<file path="config.mk">
export PLATFORM = sky130hd
export DESIGN_NAME = fb_port_arbiter
export DESIGN_NICKNAME = d
export VERILOG_FILES = /design/src/rtl/fb_pkg.sv /design/src/rtl/fb_addr_calc.sv /design/src/rtl/fb_port_arbiter.sv
export SDC_FILE = /design/constraint.sdc
export NUM_CORES = 1
export LEC_CHECK = 0
export ABC_AREA = 0
export BUFFER_PORTS_ARGS = -buffer_cell sky130_fd_sc_hd__buf_2
export CORE_UTILIZATION = 52
export CTS_CLUSTER_DIAMETER = 150
export DETAILED_ROUTE_END_ITERATION = 10
export PLACE_DENSITY = 0.81
export SKIP_LAST_GASP = 1
export SYNTH_ARGS = -nofsm -noshare
export SYNTH_HDL_FRONTEND = slang
export SYNTH_SLANG_ARGS = --single-unit
</file>
<file path="constraint.sdc">
create_clock -name clk -period 5.6 [get_ports clk]
set_input_delay 0.28 -clock clk [delete_from_list [all_inputs] [get_ports clk]]
set_output_delay 0.28 -clock clk [all_outputs]
set_load 0.005 [all_outputs]
</file>
<file path="src/rtl/fb_pkg.sv">
// fb_pkg: geometry, index widths and scanner state encoding shared by the
// framebuffer port arbiter and its address calculator.
package fb_pkg;

    localparam int COLS = 79;
    localparam int ROWS = 16;
    localparam int XW   = 7;
    localparam int YW   = 4;
    localparam int AW   = 11;

    typedef enum logic [1:0] {
        ST_IDLE  = 2'd0,
        ST_ISSUE = 2'd1,
        ST_WAIT  = 2'd2,
        ST_HOLD  = 2'd3
    } scan_state_t;

endpackage

</file>
<file path="src/rtl/fb_addr_calc.sv">
// fb_addr_calc: combinational (x,y) -> linear framebuffer address,
// addr = y*COLS + x, truncated to the address width.
module fb_addr_calc #(
    parameter int COLS = fb_pkg::COLS
) (
    input  logic [fb_pkg::XW-1:0] i_x,
    input  logic [fb_pkg::YW-1:0] i_y,
    output logic [fb_pkg::AW-1:0] o_addr
);
    import fb_pkg::*;

    assign o_addr = AW'(int'(i_y) * COLS + int'(i_x));

endmodule

</file>
<file path="src/rtl/fb_port_arbiter.sv">
// fb_port_arbiter: shares one single-port framebuffer between a row-major
// display scanner and a pixel write port, with round-robin arbitration on
// conflicts. Scanner issues one read, waits a cycle for data, then holds the
// pixel until the display accepts it.
//
// Optional build macro FB_ARB_RANGE_CHK_EN: out-of-range writes are acked
// but suppressed (mem_we=0) and raise the sticky wr_err flag. Without it,
// every granted write goes to the computed address and wr_err is 0.
//
// state | meaning
// IDLE  | no scan; waits for frame_start
// ISSUE | scanner requests the port; read address is the scan counters
// WAIT  | read in flight; mem_rdata captured at the end of this cycle
// HOLD  | pixel presented on scan_data until scan_ready
module fb_port_arbiter #(
    parameter int COLS = fb_pkg::COLS,
    parameter int ROWS = fb_pkg::ROWS,
    parameter int DW   = 8
) (
    input  logic                  clk,
    input  logic                  rst,
    input  logic                  frame_start,
    output logic                  scan_busy,
    output logic                  frame_done,
    output logic                  scan_valid,
    output logic [DW-1:0]         scan_data,
    input  logic                  scan_ready,
    input  logic                  wr_req,
    input  logic [fb_pkg::XW-1:0] wr_x,
    input  logic [fb_pkg::YW-1:0] wr_y,
    input  logic [DW-1:0]         wr_data,
    output logic                  wr_ack,
    output logic [fb_pkg::AW-1:0] mem_addr,
    output logic                  mem_we,
    output logic [DW-1:0]         mem_wdata,
    input  logic [DW-1:0]         mem_rdata,
    output logic                  wr_err
);
    import fb_pkg::*;

    // Round-robin bit records who was granted last.
    localparam logic RR_SCAN = 1'b0;
    localparam logic RR_WR   = 1'b1;

    scan_state_t   r_state;
    logic [XW-1:0] r_x;
    logic [YW-1:0] r_y;
    logic          r_last;
    logic          r_rr;
    logic [DW-1:0] r_scan_data;

    logic          w_scan_req;
    logic          w_wr_grant;
    logic          w_scan_grant;
    logic          w_accept;
    logic          w_x_end;
    logic          w_y_end;
    logic [XW-1:0] w_addr_x;
    logic [YW-1:0] w_addr_y;

    // Writer wins when alone or when the scanner was granted last; reset
    // blocks the writer so all outputs stay low during reset.
    assign w_scan_req   = (r_state == ST_ISSUE);
    assign w_wr_grant   = wr_req & ~rst & (~w_scan_req | (r_rr == RR_SCAN));
    assign w_scan_grant = w_scan_req & ~w_wr_grant;
    assign w_accept     = (r_state == ST_HOLD) & scan_ready;
    assign w_x_end      = (r_x == XW'(COLS - 1));
    assign w_y_end      = (r_y == YW'(ROWS - 1));

    assign w_addr_x = w_wr_grant ? wr_x : r_x;
    assign w_addr_y = w_wr_grant ? wr_y : r_y;

    fb_addr_calc #(
        .COLS (COLS)
    ) u_addr_calc (
        .i_x    (w_addr_x),
        .i_y    (w_addr_y),
        .o_addr (mem_addr)
    );

    assign scan_busy  = (r_state != ST_IDLE);
    assign scan_valid = (r_state == ST_HOLD);
    assign scan_data  = r_scan_data;
    assign frame_done = w_accept & r_last;
    assign wr_ack     = w_wr_grant;
    assign mem_wdata  = wr_data;

    // Round-robin bit follows every grant, whoever receives it.
    always_ff @(posedge clk or posedge rst) begin
        if (rst) begin
            r_rr <= RR_SCAN;
        end else if (w_wr_grant) begin
            r_rr <= RR_WR;
        end else if (w_scan_grant) begin
            r_rr <= RR_SCAN;
        end
    end

    // Scanner FSM with its row-major counters and captured pixel.
    // Counters advance on the grant, so r_last remembers whether the pixel
    // in flight is the final one of the frame.
    always_ff @(posedge clk or posedge rst) begin
        if (rst) begin
            r_state     <= ST_IDLE;
            r_x         <= '0;
            r_y         <= '0;
            r_last      <= 1'b0;
            r_scan_data <= '0;
        end else begin
            case (r_state)
                ST_IDLE: begin
                    if (frame_start) begin
                        r_state <= ST_ISSUE;
                        r_x     <= '0;
                        r_y     <= '0;
                    end
                end
                ST_ISSUE: begin
                    if (w_scan_grant) begin
                        r_state <= ST_WAIT;
                        r_last  <= w_x_end & w_y_end;
                        if (w_x_end) begin
                            r_x <= '0;
                            r_y <= w_y_end ? '0 : r_y + YW'(1);
                        end else begin
                            r_x <= r_x + XW'(1);
                        end
                    end
                end
                ST_WAIT: begin
                    r_scan_data <= mem_rdata;
                    r_state     <= ST_HOLD;
                end
                ST_HOLD: begin
                    if (scan_ready) begin
                        r_state <= r_last ? ST_IDLE : ST_ISSUE;
                    end
                end
                default: r_state <= ST_IDLE;
            endcase
        end
    end

`ifdef FB_ARB_RANGE_CHK_EN
    logic w_in_range;
    logic r_wr_err;

    assign w_in_range = (int'(wr_x) < COLS) && (int'(wr_y) < ROWS);
    assign mem_we     = w_wr_grant & w_in_range;
    assign wr_err     = r_wr_err;

    // Sticky flag: any acked out-of-range write sets it until reset.
    always_ff @(posedge clk or posedge rst) begin
        if (rst) begin
            r_wr_err <= 1'b0;
        end else if (w_wr_grant & ~w_in_range) begin
            r_wr_err <= 1'b1;
        end
    end
`else
    assign mem_we = w_wr_grant;
    assign wr_err = 1'b0;
`endif

endmodule

</file>
==> summary.md <==
| Metric | Value |
|---|---|
| Share of cells above drive strength 1 | 0.2555 |
| Overflow left after global routing | 0 |
| Area of the multi-input gates | 1364 sq um |
| Top delay family on crit path | adder cells |
| I/O pin count | 65 |
| Sw Ratio | 0.4143 |
| Post-synth ARST share | 1.000 |
| Total power density per cell area | 341.8 nW/um^2 |
| Area growth syn-to-layout | 12.20% |
| Reported net switching power | 0.0003423 W |
| Remaining antenna violation count | 0 |
| Leakage power | 1.307 nW |
| Cell Int Power | 0.0004839 W |
| Critical path depth in cells | 16 |
| Crit Path Class | flop to output pin |
| Cells along the critical path | inv_1 > ha_1 > nand2_1 > nand2_2 > inv_1 > mux2i_2 > fa_1 > fa_1 > fa_1 > inv_1 > ha_1 > nor2b_1 > o2111ai_1 > nand3b_1 > xor2_1 > buf_2 |
| Number of endpoints with negative hold slack in the final report | 0 |
| Antenna Diode Count | 0 |
| Total Wirelength | 4.467 mm |
| Relative contribution of the clock network to total power | 0.131 |
| Overall routing resource usage | 0.2150 |
| CTS Hold Buffers Added | 0 |
| Delay of the slowest cell on the worst path | 0.54 ns |
| Netlist area before placement | 2155 sq um |
| Startpoint of the worst register-to-register path | r_state[1] |
| Die Y | 66.37 microns |
| CTS tree | yes |
| Global-route wire length before repair | 7.169 mm |
| Sequential element share of the synthesized area | 0.2671 |
| Worst setup slack for register-to-register paths | 3.02 ns |
| Share of the clock period used by the worst path | 0.9203 |
| Leading register cell type out of synthesis | dfrtp_1 |
| Post-CTS setup-driven buffer insertion count | 0 |
| Final worst path period need | 5.154 ns |
| Routed wirelength normalized by instance count | 13.79 microns |
| Xor-xnor portion of the synthesized cell area | 0.04878 |
| CTS buffer count | 3 |
| Basic-gate share of the synthesized area counting and, or, nand and nor cells | 0.1521 |
| Pin count of the biggest net entering global routing | 24 |
| Max-slew violation total from the final report | 0 |
| Status | complete, no violations |
| Unrepaired setup endpoints after global routing | false |
| Reg power frac | 0.310 |
| CORE AREA | 4000 sq um |
| Summed negative setup slack over all endpoints | 0 ns |
| Worst slack after detailed placement | 0.6820 ns |
| Maximum capacitance violations | 0 |
| Clk Tree Root Cell | clkbuf_8 |
| Nature of the critical path startpoint | flop |
| Total clock sinks | 23 |
| Clock edge transition at the registers on the reported setup and hold paths | 0.09 ns |
| Final weighted congestion in routability-driven placement | 0.8835 |
| Number of buffers added on ports | 47 |
| Count of final setup violators | 0 |
| Syn Inst Count | 237 |
| Adder and majority cell fraction of the synthesized area | 0.2311 |
| Max frequency | 0.1940 GHz |
| Total power | 0.0008261 W |
| Fraction of power consumed by combinational cells | 0.559 |
| DRC violation total after the first TritonRoute iteration | 77 |
| Max VDD drop | 0.0002995 V |
| Kind of capture point of the worst setup path | output pin |
| Main combinational cell family by area after synthesis | adder cells |
| Effective utilization at floorplan | 0.5386 |
| Via count of the routed design | 1745 |
| Die area | 4405 sq um |
| Detailed-route DRC error count | 0 |
| Number of antenna violations at the first check in global routing | 0 |
| HPWL after detailed placement | 3.599 mm |
| Layout fillers | 345 |
| H-tree level count | 1 |
| Avg Synthesized Cell Area | 9.091 sq um |
| Sequential cell area | 575.6 sq um |
| Detailed-routing iteration count for the pre-antenna-repair pass | 4 |
| Final worst setup slack | 0.4462 ns |
| Worst reg2reg path depth | 7 |
| Final Skew | 0.002867 ns |
| Buffer levels on the longest clock path | 2 |
| Commonest non-fill, non-tap cells in the layout | buf_2 (47), inv_1 (31), ha_1 (27) |
| Arrival @ worst endpoint | 4.87 ns |
| Insertion delay of the later-clocked pin in the worst-skew pair | 0.27 ns |
| Highest net fanout along the worst path | 14 |
| Number of flops mapped to enable cells by yosys | 0 |
| Cell variety after synth | 46 |
| Net count, final | 342 |
| Net count after synthesis | 304 |
| Worst path slowest cell | fa_1 |
| Endpoint of the worst-slack reg-to-reg timing path | r_x[1] |
| Type of the worst min-delay path | input pin to asynchronous set/reset pin |
| Count of buffering cells on the critical path with inverters included | 4 |
| Number of global-route vias before repair | 1607 |
| Worst-case headroom to the max-slew limit | 0.4246 |
| Fraction of synthesized area in multiplexers | 0.08188 |
| Critical path data required time | 5.32 ns |
| Vias per cell | 5.386 |
| Synthesis-stage register bit count | 23 |
| Number of cell rows | 23 |
| Transition time at the pin with the least slew margin | 0.8621 ns |
| Synth Warn # | 0 |
| Count of cells resized by post-cts repair | 0 |
| Most frequent standard cell in the layout excluding fill and tap cells | buf_2 |
| Synthesized-area fraction occupied by ao, oa, aoi and oai cells | 0.1156 |
| DIE WIDTH | 66.37 microns |
[cell usage after synthesis, types with 2 or more instances]
cell type	instances	area share
inv_1	31	0.054
ha_1	27	0.16
dfrtp_1	23	0.27
nand2_1	19	0.033
nor2_1	15	0.026
o21ai_0	11	0.026
buf_4	10	0.035
mux2_2	10	0.052
xnor2_1	10	0.041
fa_1	8	0.074
a21oi_1	6	0.014
mux2i_1	5	0.023
nand3_1	5	0.012
buf_2	4	0.0093
nor2b_1	4	0.012
o31ai_1	4	0.014
a21o_1	3	0.010
a22o_1	3	0.012
and3_1	3	0.0087
nand4_1	3	0.0087
nor3_1	3	0.0070
a211oi_1	2	0.0070
a31oi_1	2	0.0058
nor4b_1	2	0.0081
or2_2	2	0.0058
xor2_1	2	0.0081
[registers in the layout, summed over array words and instances (netlist names)]
register   cells
r_state        2
scan_data      8
r_y            4
r_x            7
r_rr           1
r_last         1
[area by class of cell]
type / instances / share of cell area
Clock buffer: 3 / 0.01708
Clock inverter: 1 / 0.003106
Inverter: 31 / 0.04814
Multi-Input combinational cell: 167 / 0.5642
Sequential cell: 23 / 0.2381
Tap cell: 50 / 0.02588
Timing Repair Buffer: 49 / 0.1035
[worst max-delay path by stage]
| stage | from | endpoint | slack, ns |
|---|---|---|---|
| after floorplan | r_state[1] | mem_addr[9] | 1.25 |
| after global placement | r_state[1] | mem_addr[7] | 0.89 |
| after detailed placement | r_state[1] | mem_addr[9] | 0.68 |
| after CTS | r_state[1] | mem_addr[9] | 0.34 |
| after global routing | r_state[1] | mem_addr[6] | 0.03 |
| final | r_state[1] | mem_addr[7] | 0.45 |
[power by group through the flow]
stage               registers (W)  clock network (W)  logic [W]
floorplan                0.000255                  0   0.000329
global placement         0.000256                  0   0.000446
detailed placement       0.000259                  0   0.000462
CTS                      0.000256           0.000110   0.000466
global route             0.000263           0.000114   0.000518
finish                   0.000256           0.000108   0.000462
[through the flow]
stage / hold WS [ns] / instances / cell area [sq um] / util
3_3_place_gp: 0.4852 / 320 / 2365 / 0.5912
6_report: 0.2142 / 324 / 2417 / 0.6043
2_1_floorplan: 0.2819 / 237 / 2155 / -
4_1_cts: 0.2348 / 324 / 2414 / 0.6034
5_1_grt: 0.2345 / 324 / 2417 / 0.6043
3_5_place_dp: 0.4926 / 320 / 2365 / 0.5912
[cells by family after synthesis]
group / count (synthesis)
xor+xnor: 12
buf+inv: 47
fa+ha+maj: 35
mux: 16
simple gates: 65
flops: 23
other cells: 1
compound gates: 38
[layer usage]
| metal | vias up | GRT usage | routed length [microns] |
|---|---|---|---|
| li1 | 869 | - | - |
| met1 | 820 | 0.2945 | 2086 |
| met2 | 48 | 0.3431 | 2101 |
| met3 | 8 | 0.02586 | 205 |
| met4 | 0 | 0.08511 | 74 |
| met5 | - | 0 | 0 |
Note: power is estimated with default switching activity, not from simulation.
